File: src/rtl/clk_timebase_if.sv
// Host-side bundle for clk_timebase: counter control, both compare limits/enables,
// and the registered counter, frame clock and interrupt outputs.
interface clk_timebase_if #(
  parameter int CNT_W = 32
);
  logic             cnt_en;
  logic             cnt_clr;
  logic [CNT_W-1:0] count;
  logic             gen_en;
  logic [CNT_W-1:0] gen_limit;
  logic             clk_frame;
  logic             int_en;
  logic [CNT_W-1:0] int_limit;
  logic             int_o;

  modport master (
    output cnt_en, cnt_clr, gen_en, gen_limit, int_en, int_limit,
    input  count, clk_frame, int_o
  );

  modport slave (
    input  cnt_en, cnt_clr, gen_en, gen_limit, int_en, int_limit,
    output count, clk_frame, int_o
  );
endinterface

File: src/rtl/clk_timebase.sv
// Shared timebase: free-running cycle counter feeding two equality-compare engines,
// a square-wave frame clock and a periodic single-cycle interrupt pulse.
module clk_timebase #(
  parameter int CNT_W = 32
) (
  input logic           clk,
  input logic           rst,
  clk_timebase_if.slave host
);

  logic [CNT_W-1:0] count_q, count_d;
  logic [CNT_W-1:0] gen_target_q, gen_target_d;
  logic [CNT_W-1:0] int_target_q, int_target_d;
  logic             clk_frame_q, clk_frame_d;
  logic             int_o_q, int_o_d;
  logic             genMatch, intMatch;

  // Matches compare against the pre-increment count, so events appear one clk later.
  assign genMatch = (host.gen_limit != '0) && (count_q == gen_target_q);
  assign intMatch = (host.int_limit != '0) && (count_q == int_target_q);

  always_comb begin
    count_d = count_q;
    if (host.cnt_clr) begin
      count_d = '0;
    end else if (host.cnt_en) begin
      count_d = count_q + 1'b1;
    end
  end

  always_comb begin
    gen_target_d = gen_target_q;
    clk_frame_d  = clk_frame_q;
    if (!host.gen_en) begin
      clk_frame_d  = 1'b0;
      gen_target_d = count_q + host.gen_limit;
    end else if (genMatch) begin
      clk_frame_d  = ~clk_frame_q;
      gen_target_d = gen_target_q + host.gen_limit;
    end
  end

  always_comb begin
    int_target_d = int_target_q;
    int_o_d      = 1'b0;
    if (!host.int_en) begin
      int_target_d = count_q + host.int_limit;
    end else if (intMatch) begin
      int_o_d      = 1'b1;
      int_target_d = int_target_q + host.int_limit;
    end
  end

  // Reset loads the targets straight from the limits so a counter starting at 0 fires at limit.
  always_ff @(posedge clk) begin
    if (!rst) begin
      count_q      <= '0;
      clk_frame_q  <= 1'b0;
      int_o_q      <= 1'b0;
      gen_target_q <= host.gen_limit;
      int_target_q <= host.int_limit;
    end else begin
      count_q      <= count_d;
      clk_frame_q  <= clk_frame_d;
      int_o_q      <= int_o_d;
      gen_target_q <= gen_target_d;
      int_target_q <= int_target_d;
    end
  end

  assign host.count     = count_q;
  assign host.clk_frame = clk_frame_q;
  assign host.int_o     = int_o_q;

endmodule

File: src/flat_wrapper.sv
// flat-port wrapper written by rule: the top's interface ports become plain ports
module clk_timebase_flat 
#(
  parameter int CNT_W = 32
)
  (clk, rst, host_cnt_en, host_cnt_clr, host_gen_en, host_gen_limit, host_int_en, host_int_limit, host_count, host_clk_frame, host_int_o);
  clk_timebase_if #(.CNT_W(CNT_W)) host_i ();
  input logic clk;
  input logic rst;
  input wire logic [$bits(host_i.cnt_en)-1:0] host_cnt_en;
  input wire logic [$bits(host_i.cnt_clr)-1:0] host_cnt_clr;
  input wire logic [$bits(host_i.gen_en)-1:0] host_gen_en;
  input wire logic [$bits(host_i.gen_limit)-1:0] host_gen_limit;
  input wire logic [$bits(host_i.int_en)-1:0] host_int_en;
  input wire logic [$bits(host_i.int_limit)-1:0] host_int_limit;
  output wire logic [$bits(host_i.count)-1:0] host_count;
  output wire logic [$bits(host_i.clk_frame)-1:0] host_clk_frame;
  output wire logic [$bits(host_i.int_o)-1:0] host_int_o;
  assign host_i.cnt_en = host_cnt_en;
  assign host_i.cnt_clr = host_cnt_clr;
  assign host_i.gen_en = host_gen_en;
  assign host_i.gen_limit = host_gen_limit;
  assign host_i.int_en = host_int_en;
  assign host_i.int_limit = host_int_limit;
  assign host_count = host_i.count;
  assign host_clk_frame = host_i.clk_frame;
  assign host_int_o = host_i.int_o;
  clk_timebase #(.CNT_W(CNT_W)) u_core (.clk(clk), .rst(rst), .host(host_i));
endmodule
File: config.mk
export PLATFORM = sky130hd
export DESIGN_NAME = clk_timebase_flat
export DESIGN_NICKNAME = d
export VERILOG_FILES = /design/src/rtl/clk_timebase_if.sv /design/src/rtl/clk_timebase.sv /design/src/flat_wrapper.sv
export SDC_FILE = /design/constraint.sdc
export NUM_CORES = 1
export LEC_CHECK = 0
export CORE_ASPECT_RATIO = 1.1
export CORE_MARGIN = 2
export CORE_UTILIZATION = 38
export CTS_CLUSTER_DIAMETER = 150
export DETAILED_ROUTE_END_ITERATION = 16
export PLACE_DENSITY = 0.58
export SLEW_MARGIN = 20
export SYNTH_ARGS = -nofsm -noshare
export SYNTH_HDL_FRONTEND = slang
export SYNTH_SLANG_ARGS = --single-unit
File: constraint.sdc
create_clock -name clk -period 11.8 [get_ports clk]
set_input_delay 2.95 -clock clk [delete_from_list [all_inputs] [get_ports clk]]
set_output_delay 2.95 -clock clk [all_outputs]
set_load 0.05 [all_outputs]
==> results_dict.tcl, run 1 <==
set metrics [dict create \
    status "completed" \
    num_rows 58 \
    antenna_found_initial 0 \
    drv_cap 0 \
    hold_start "u_core.host.clk_frame" \
    synth_area_leaders "edfxtp_1 22%, mux2_2 15%, ha_1 8.8%" \
    drive_gt1_share_pct 15.24 \
    r2r-end "u_core.gen_target_q[26]" \
    grt_pass1_wl_um 39120 \
    ant_nets 0 \
    netlist.area_leader.share_pct 21.53 \
    fp.dieW_um 150.1 \
    finalCritPeriodShare_pct 59.18 \
    irDropWorstVdd_mv 0.05350 \
    reg2reg_depth 13 \
    synthXorXnorAreaFrac_pct 14.72 \
    path_cells "clkdlybuf4s50_1 > buf_4 > mux2_2 > ha_1 > fa_1 > a21oi_1 > o22a_1 > o221ai_2 > a221oi_2 > o21ba_2 > and4b_1 > a211oi_2 > o21ai_1 > xnor2_1 > mux2_2" \
    fillCellCount 2180 \
    reg2reg_slack_ns 7.90 \
    synth_mux_area_share_pct 15.49 \
    io_buffers 103 \
    postCtsHoldBufs 0 \
    min_to "u_core.host.clk_frame" \
    arrival_ns 7.08 \
    setup_violations 0 \
    max_freq_mhz 143.2 \
    synth_most_common_cell "mux2_2" \
    final_nets 1148 \
    cts.htree.levels 3 \
    core_area_sq_mm 0.02300 \
    ys_seq_area_share_pct 29.16 \
    holdPathStages 2 \
    post_cts.repair.setup_buffers 0 \
    crit_type "input pin to register" \
    grt_pass1_vias 6851 \
    critPathSlowestCell "clkdlybuf4s50_1" \
    setup.worst_path.end_class "register" \
    power_mw 1.242 \
    synth-simple-area-share_pct 14.48 \
    post-synth-top-area-cell "edfxtp_1" \
    ys.flop_type "edfxtp_1" \
    routed_via_density 5.586 \
    grt_setup_unrepaired "no" \
    synth_enable_flop_cells 64 \
    grt_max_degree 54 \
    syn-num-nets 1091 \
    grtUsageTotal_pct 20.66 \
    fin_skew_ns 0.009330 \
    worstMarginPinSlew_ns 0.7752 \
    syn_area_sq_mm 0.008925 \
    crit_required_ns 11.90 \
    ys_warn_count 0 \
    ctsResizeCount 0 \
    synthTopCellsByCount "117 x mux2_2, 81 x xnor2_1, 69 x xor2_1" \
    first_pass_iters 5 \
    relSlewSlack_pct 48.16 \
    hp-class "register to register" \
    tns_ns 0 \
    crit_buf_inv 2 \
    clk_latency_ns 0.35 \
    clock-sinks 98 \
    synth-compound-area-share_pct 13.46 \
    start_util_pct 38.80 \
    p_leak_nw 4.138 \
    synth_adder_area_share_pct 9.281 \
    critPathLaunchType "input pin" \
    wirelength_um 25570 \
    hold_viol_final 0 \
    timing.rr.start "u_core.host.count[0]" \
    clock_path_buffers 2 \
    clockRootBuffer "clkbuf_16" \
    wl_per_cell_um 19.41 \
    ys_seq_elements 98 \
    path_delay_family "compound AO/OA/AOI/OAI gates" \
    globalplace.congestion 0.8879 \
    worst_hold_slack_ns 0.6384 \
    die-area_sq_mm 0.02473 \
    drt_iter0_drc 553 \
    ys_types 60 \
    min_period_ns 6.984 \
    crit_top_cell "mux2_2" \
    cts_tree "yes" \
    netlist_instances 956 \
    fp.dieH_um 164.7 \
    grt_remaining_overflow 0 \
    avgSynthCellArea_sq_um 9.336 \
    drc 0 \
    area_growth_syn_to_layout_pct 17.20 \
    max_stage_delay_ns 0.45 \
    antenna_cells 0 \
    cp_max_fo 34 \
    cts_made_buffers 9 \
    ys_async_sr_fraction_pct 0 \
    hpwl_um 19950 \
    drv_slew 0 \
    path_clk_slew_ns 0.07 \
    power.density_mw_per_mm2 118.7 \
    io_pins 104 \
    synth_top_family_by_area "multiplexers" \
    vias 7357 \
]
==> cell type report <==
cell class	instances	area, sq um	share of cell area, %
Clock inverter	2	11.26	0.1077
Inverter	18	67.56	0.6459
Timing Repair Buffer	109	1071	10.24
Multi-Input combinational cell	777	6018	57.54
Tap cell	300	375.4	3.589
Sequential cell	98	2603	24.88
Clock buffer	13	314.1	3.002
==> worst reg2reg max path, delay by kind of cell, from the launching register on <==
family / cells / cell delay (ns)
compound gates: 7 / 1.63
xor+xnor: 1 / 0.14
fa+ha+maj: 2 / 0.64
flops: 1 / 0.45
mux: 2 / 0.59
simple gates: 1 / 0.21
==> layout by cell type, fill, tap and decap left out, types with 3 or more instances in the layout <==
master / n
o21ai_0: 27
dfxtp_1: 34
nor4_1: 28
and2_1: 3
o21a_1: 5
a21o_1: 29
nand4_1: 27
nand3b_1: 3
mux2_2: 117
and3_1: 20
nor3_1: 7
o21bai_1: 4
nand2b_1: 5
a21oi_1: 57
nor2_1: 58
a21oi_2: 4
or3_1: 5
xnor2_1: 81
clkbuf_16: 12
xor2_1: 69
nand3_1: 26
a211oi_1: 4
mux2i_1: 5
ha_1: 63
a31oi_1: 15
a41oi_1: 4
o21ai_1: 8
nand2_1: 57
o211ai_1: 3
edfxtp_1: 64
clkdlybuf4s50_1: 102
buf_4: 6
inv_1: 18
nor2b_1: 10
==> sequential cells by signal (all words and copies together) (netlist names) <==
name / flops
u_core.gen_target_q: 32
u_core.host.int_o: 1
u_core.host.clk_frame: 1
u_core.int_target_q: 32
u_core.host.count: 32
==> through the flow <==
stage / utilization, % / instance area (sq um) / std cells / worst slack [ns]
2_1_floorplan: - / 8925 / 956 / 5.377
3_3_place_gp: 44.06 / 10130 / 1302 / 4.576
3_5_place_dp: 44.06 / 10130 / 1302 / 4.485
4_1_cts: 45.47 / 10460 / 1317 / 4.842
5_1_grt: 45.47 / 10460 / 1317 / 4.573
6_report: 45.47 / 10460 / 1317 / 4.816
==> report_power, final <==
part	internal, mW	switching, mW	leakage, nW
clock	0.186	0.137	0.163
sequential	0.423	0.0312	0.925
combinational	0.225	0.239	3.05
==> routing by layer <==
metal / part of all wire, % / track usage, %
met1: 47 / 28.84
met2: 47 / 33.79
met3: 4.8 / 2.597
met4: 1.6 / 5.360
met5: 0 / 0
==> how the worst max path moves through the flow <==
| stage | slack (ns) | cells after the start | from | endpoint |
|---|---|---|---|---|
| 4_1_cts | 4.84 | 15 | host_gen_en | u_core.gen_target_q[26] |
| 6_report | 4.82 | 15 | host_gen_en | u_core.gen_target_q[26] |
| 5_1_grt | 4.57 | 15 | host_gen_en | u_core.gen_target_q[26] |
| 2_1_floorplan | 5.38 | 14 | host_gen_en | u_core.gen_target_q[26] |
| 3_5_place_dp | 4.49 | 15 | host_gen_en | u_core.gen_target_q[26] |
| 3_3_place_gp | 4.58 | 15 | host_gen_en | u_core.gen_target_q[26] |
==> logic make-up (layout without fill, tap and decap cells) <==
logic type                 count (synthesis)  after routing
buffers and inverters                     81            142
xor gates and xnor gates                 150            150
adders and majority gates                 65             65
DFF                                       98             98
muxes                                    123            123
and+or+nand+nor                          256            256
AOI/OAI and AO/OA                        183            183
No activity file was read; power rests on OpenSTA's default activity.
==> inputs of run 2 (changes only) <==
- PLACE_DENSITY: 0.58 -> 0.6
- clock period: 11.8 -> 6.4 ns (I/O delays scaled with it)
==> run 2 against run 1 <==
  * Via count grew 0.56%
  * Count of clock-buffer cells in the layout fell by 4
  * Critical path depth down 1
  * Design area hardly changed
  * Sequential share of layout area about the same
  * Power rose by 84%
  * First-iteration DRC count fell by 12%
  * Global-route usage is essentially flat
  * Clock skew rose by 0.0012 ns
==> results_dict.tcl, run 2 (synthesis results as in run 1) <==
set metrics [dict create \
    crit_top_cell "mux2_2" \
    grtUsageTotal_pct 20.62 \
    relSlewSlack_pct 47.09 \
    design_area_sq_mm 0.01046 \
    irDropWorstVdd_mv 0.1260 \
    wirelength_um 25590 \
    fillCellCount 2232 \
    clockRootBuffer "clkbuf_16" \
    path_depth 14 \
    critPathSlowestCell "clkdlybuf4s50_1" \
    worst_hold_slack_ns 0.6310 \
    io_buffers 103 \
    arrival_ns 5.66 \
    stdcell_count 1320 \
    routed_via_density 5.605 \
    utilization_pct 45.46 \
    vias 7398 \
    min_period_ns 5.536 \
    critPathLaunchType "input pin" \
    path_delay_family "compound AO/OA/AOI/OAI gates" \
    globalplace.congestion 0.9124 \
    dp.cells 1304 \
    first_pass_iters 5 \
    clk_latency_ns 0.36 \
    max_freq_mhz 180.6 \
    hold_start "u_core.host.clk_frame" \
    drv_slew 0 \
    layout_commonest_cell "mux2_2" \
    ctsResizeCount 0 \
    drive_gt1_share_pct 15.49 \
    antenna_found_initial 0 \
    worstMarginPinSlew_ns 0.7937 \
    postCtsHoldBufs 0 \
    io_pins 104 \
    crit_buf_inv 1 \
    final_nets 1150 \
    core_area_sq_mm 0.02300 \
    status "completed" \
    cts_made_buffers 9 \
    setup.worst_path.end_class "register" \
    mostFrequentLayoutCells "117 x mux2_2, 102 x clkdlybuf4s50_1, 81 x xnor2_1" \
    grt_pass1_wl_um 39340 \
    max_stage_delay_ns 0.86 \
    area_growth_syn_to_layout_pct 17.17 \
    setup_violations 0 \
    crit_type "input pin to register" \
    cts.htree.levels 3 \
    start_util_pct 38.80 \
    hold_viol_final 0 \
    holdPathStages 2 \
    tns_ns 0 \
    grt_pass1_vias 7119 \
    finalCritPeriodShare_pct 86.50 \
    num_rows 58 \
    path_cells "clkdlybuf4s50_1 > mux2_2 > ha_1 > fa_1 > a21oi_1 > o31ai_1 > a31oi_1 > o211a_1 > nor2_1 > a311oi_2 > o21ai_1 > a41oi_1 > xnor2_1 > mux2_2" \
    reg2reg_depth 13 \
    crit_required_ns 6.52 \
    antenna_cells 0 \
    clock-sinks 98 \
    post_cts.repair.setup_buffers 0 \
    path_clk_slew_ns 0.08 \
    ant_nets 0 \
    power_mw 2.286 \
    grt_setup_unrepaired "no" \
    timing.rr.start "u_core.host.count[0]" \
    p_leak_nw 4.135 \
    power.density_mw_per_mm2 218.6 \
    hp-class "register to register" \
    grt_max_degree 50 \
    regArea_sq_mm 0.002603 \
    cts_tree "yes" \
    setup_ws_ns 0.8639 \
    fp.dieH_um 164.7 \
    fin_skew_ns 0.01051 \
    drv_cap 0 \
    drc 0 \
    grt_remaining_overflow 0 \
    clock_path_buffers 2 \
    dp_worst_setup_slack_ns 0.5308 \
    postPlaceCellArea_sq_mm 0.01015 \
    fp.dieW_um 150.1 \
    cp_max_fo 12 \
    drt_iter0_drc 484 \
    die-area_sq_mm 0.02473 \
    setup.worst_path.start "host_int_en" \
    wl_per_cell_um 19.38 \
    multi_input_area_sq_mm 0.006018 \
    hpwl_um 20190 \
]
-- run 2: worst paths after layout --
kind                                  end  slack [ns]
setup / recovery  u_core.int_target_q[28]        0.86
setup reg to reg  u_core.gen_target_q[26]        2.54
hold / removal      u_core.host.clk_frame        0.63
hold reg to reg     u_core.host.clk_frame        0.63
-- run 2: layout make-up --
class / count / share of cell area (%)
tap: 300 / 3.589
inverter: 18 / 0.6461
clock inverter: 7 / 0.7897
sequential: 98 / 24.89
clock buffer: 9 / 2.154
timing repair buffer: 111 / 10.39
multi-input combinational: 777 / 57.55
-- run 2: routing by layer --
metal	share of wire [%]	vias up	track usage [%]
li1	-	3623	-
met1	45	3530	27.17
met2	47	205	34.56
met3	5.3	40	3.260
met4	2.7	0	6.647
met5	0	-	0
-- run 2: tightest hold or removal path: stages, from the launching register on --
cell and delay, ns:
dfxtp_1 0.35, xnor2_1 0.07, and3_1 0.16
-- run 2: where the power goes --
group | leakage (nW) | total (mW) | switching, mW | internal, mW
logic | 3.06 | 0.863 | 0.449 | 0.415
registers | 0.925 | 0.838 | 0.0577 | 0.780
clock network | 0.151 | 0.584 | 0.273 | 0.311
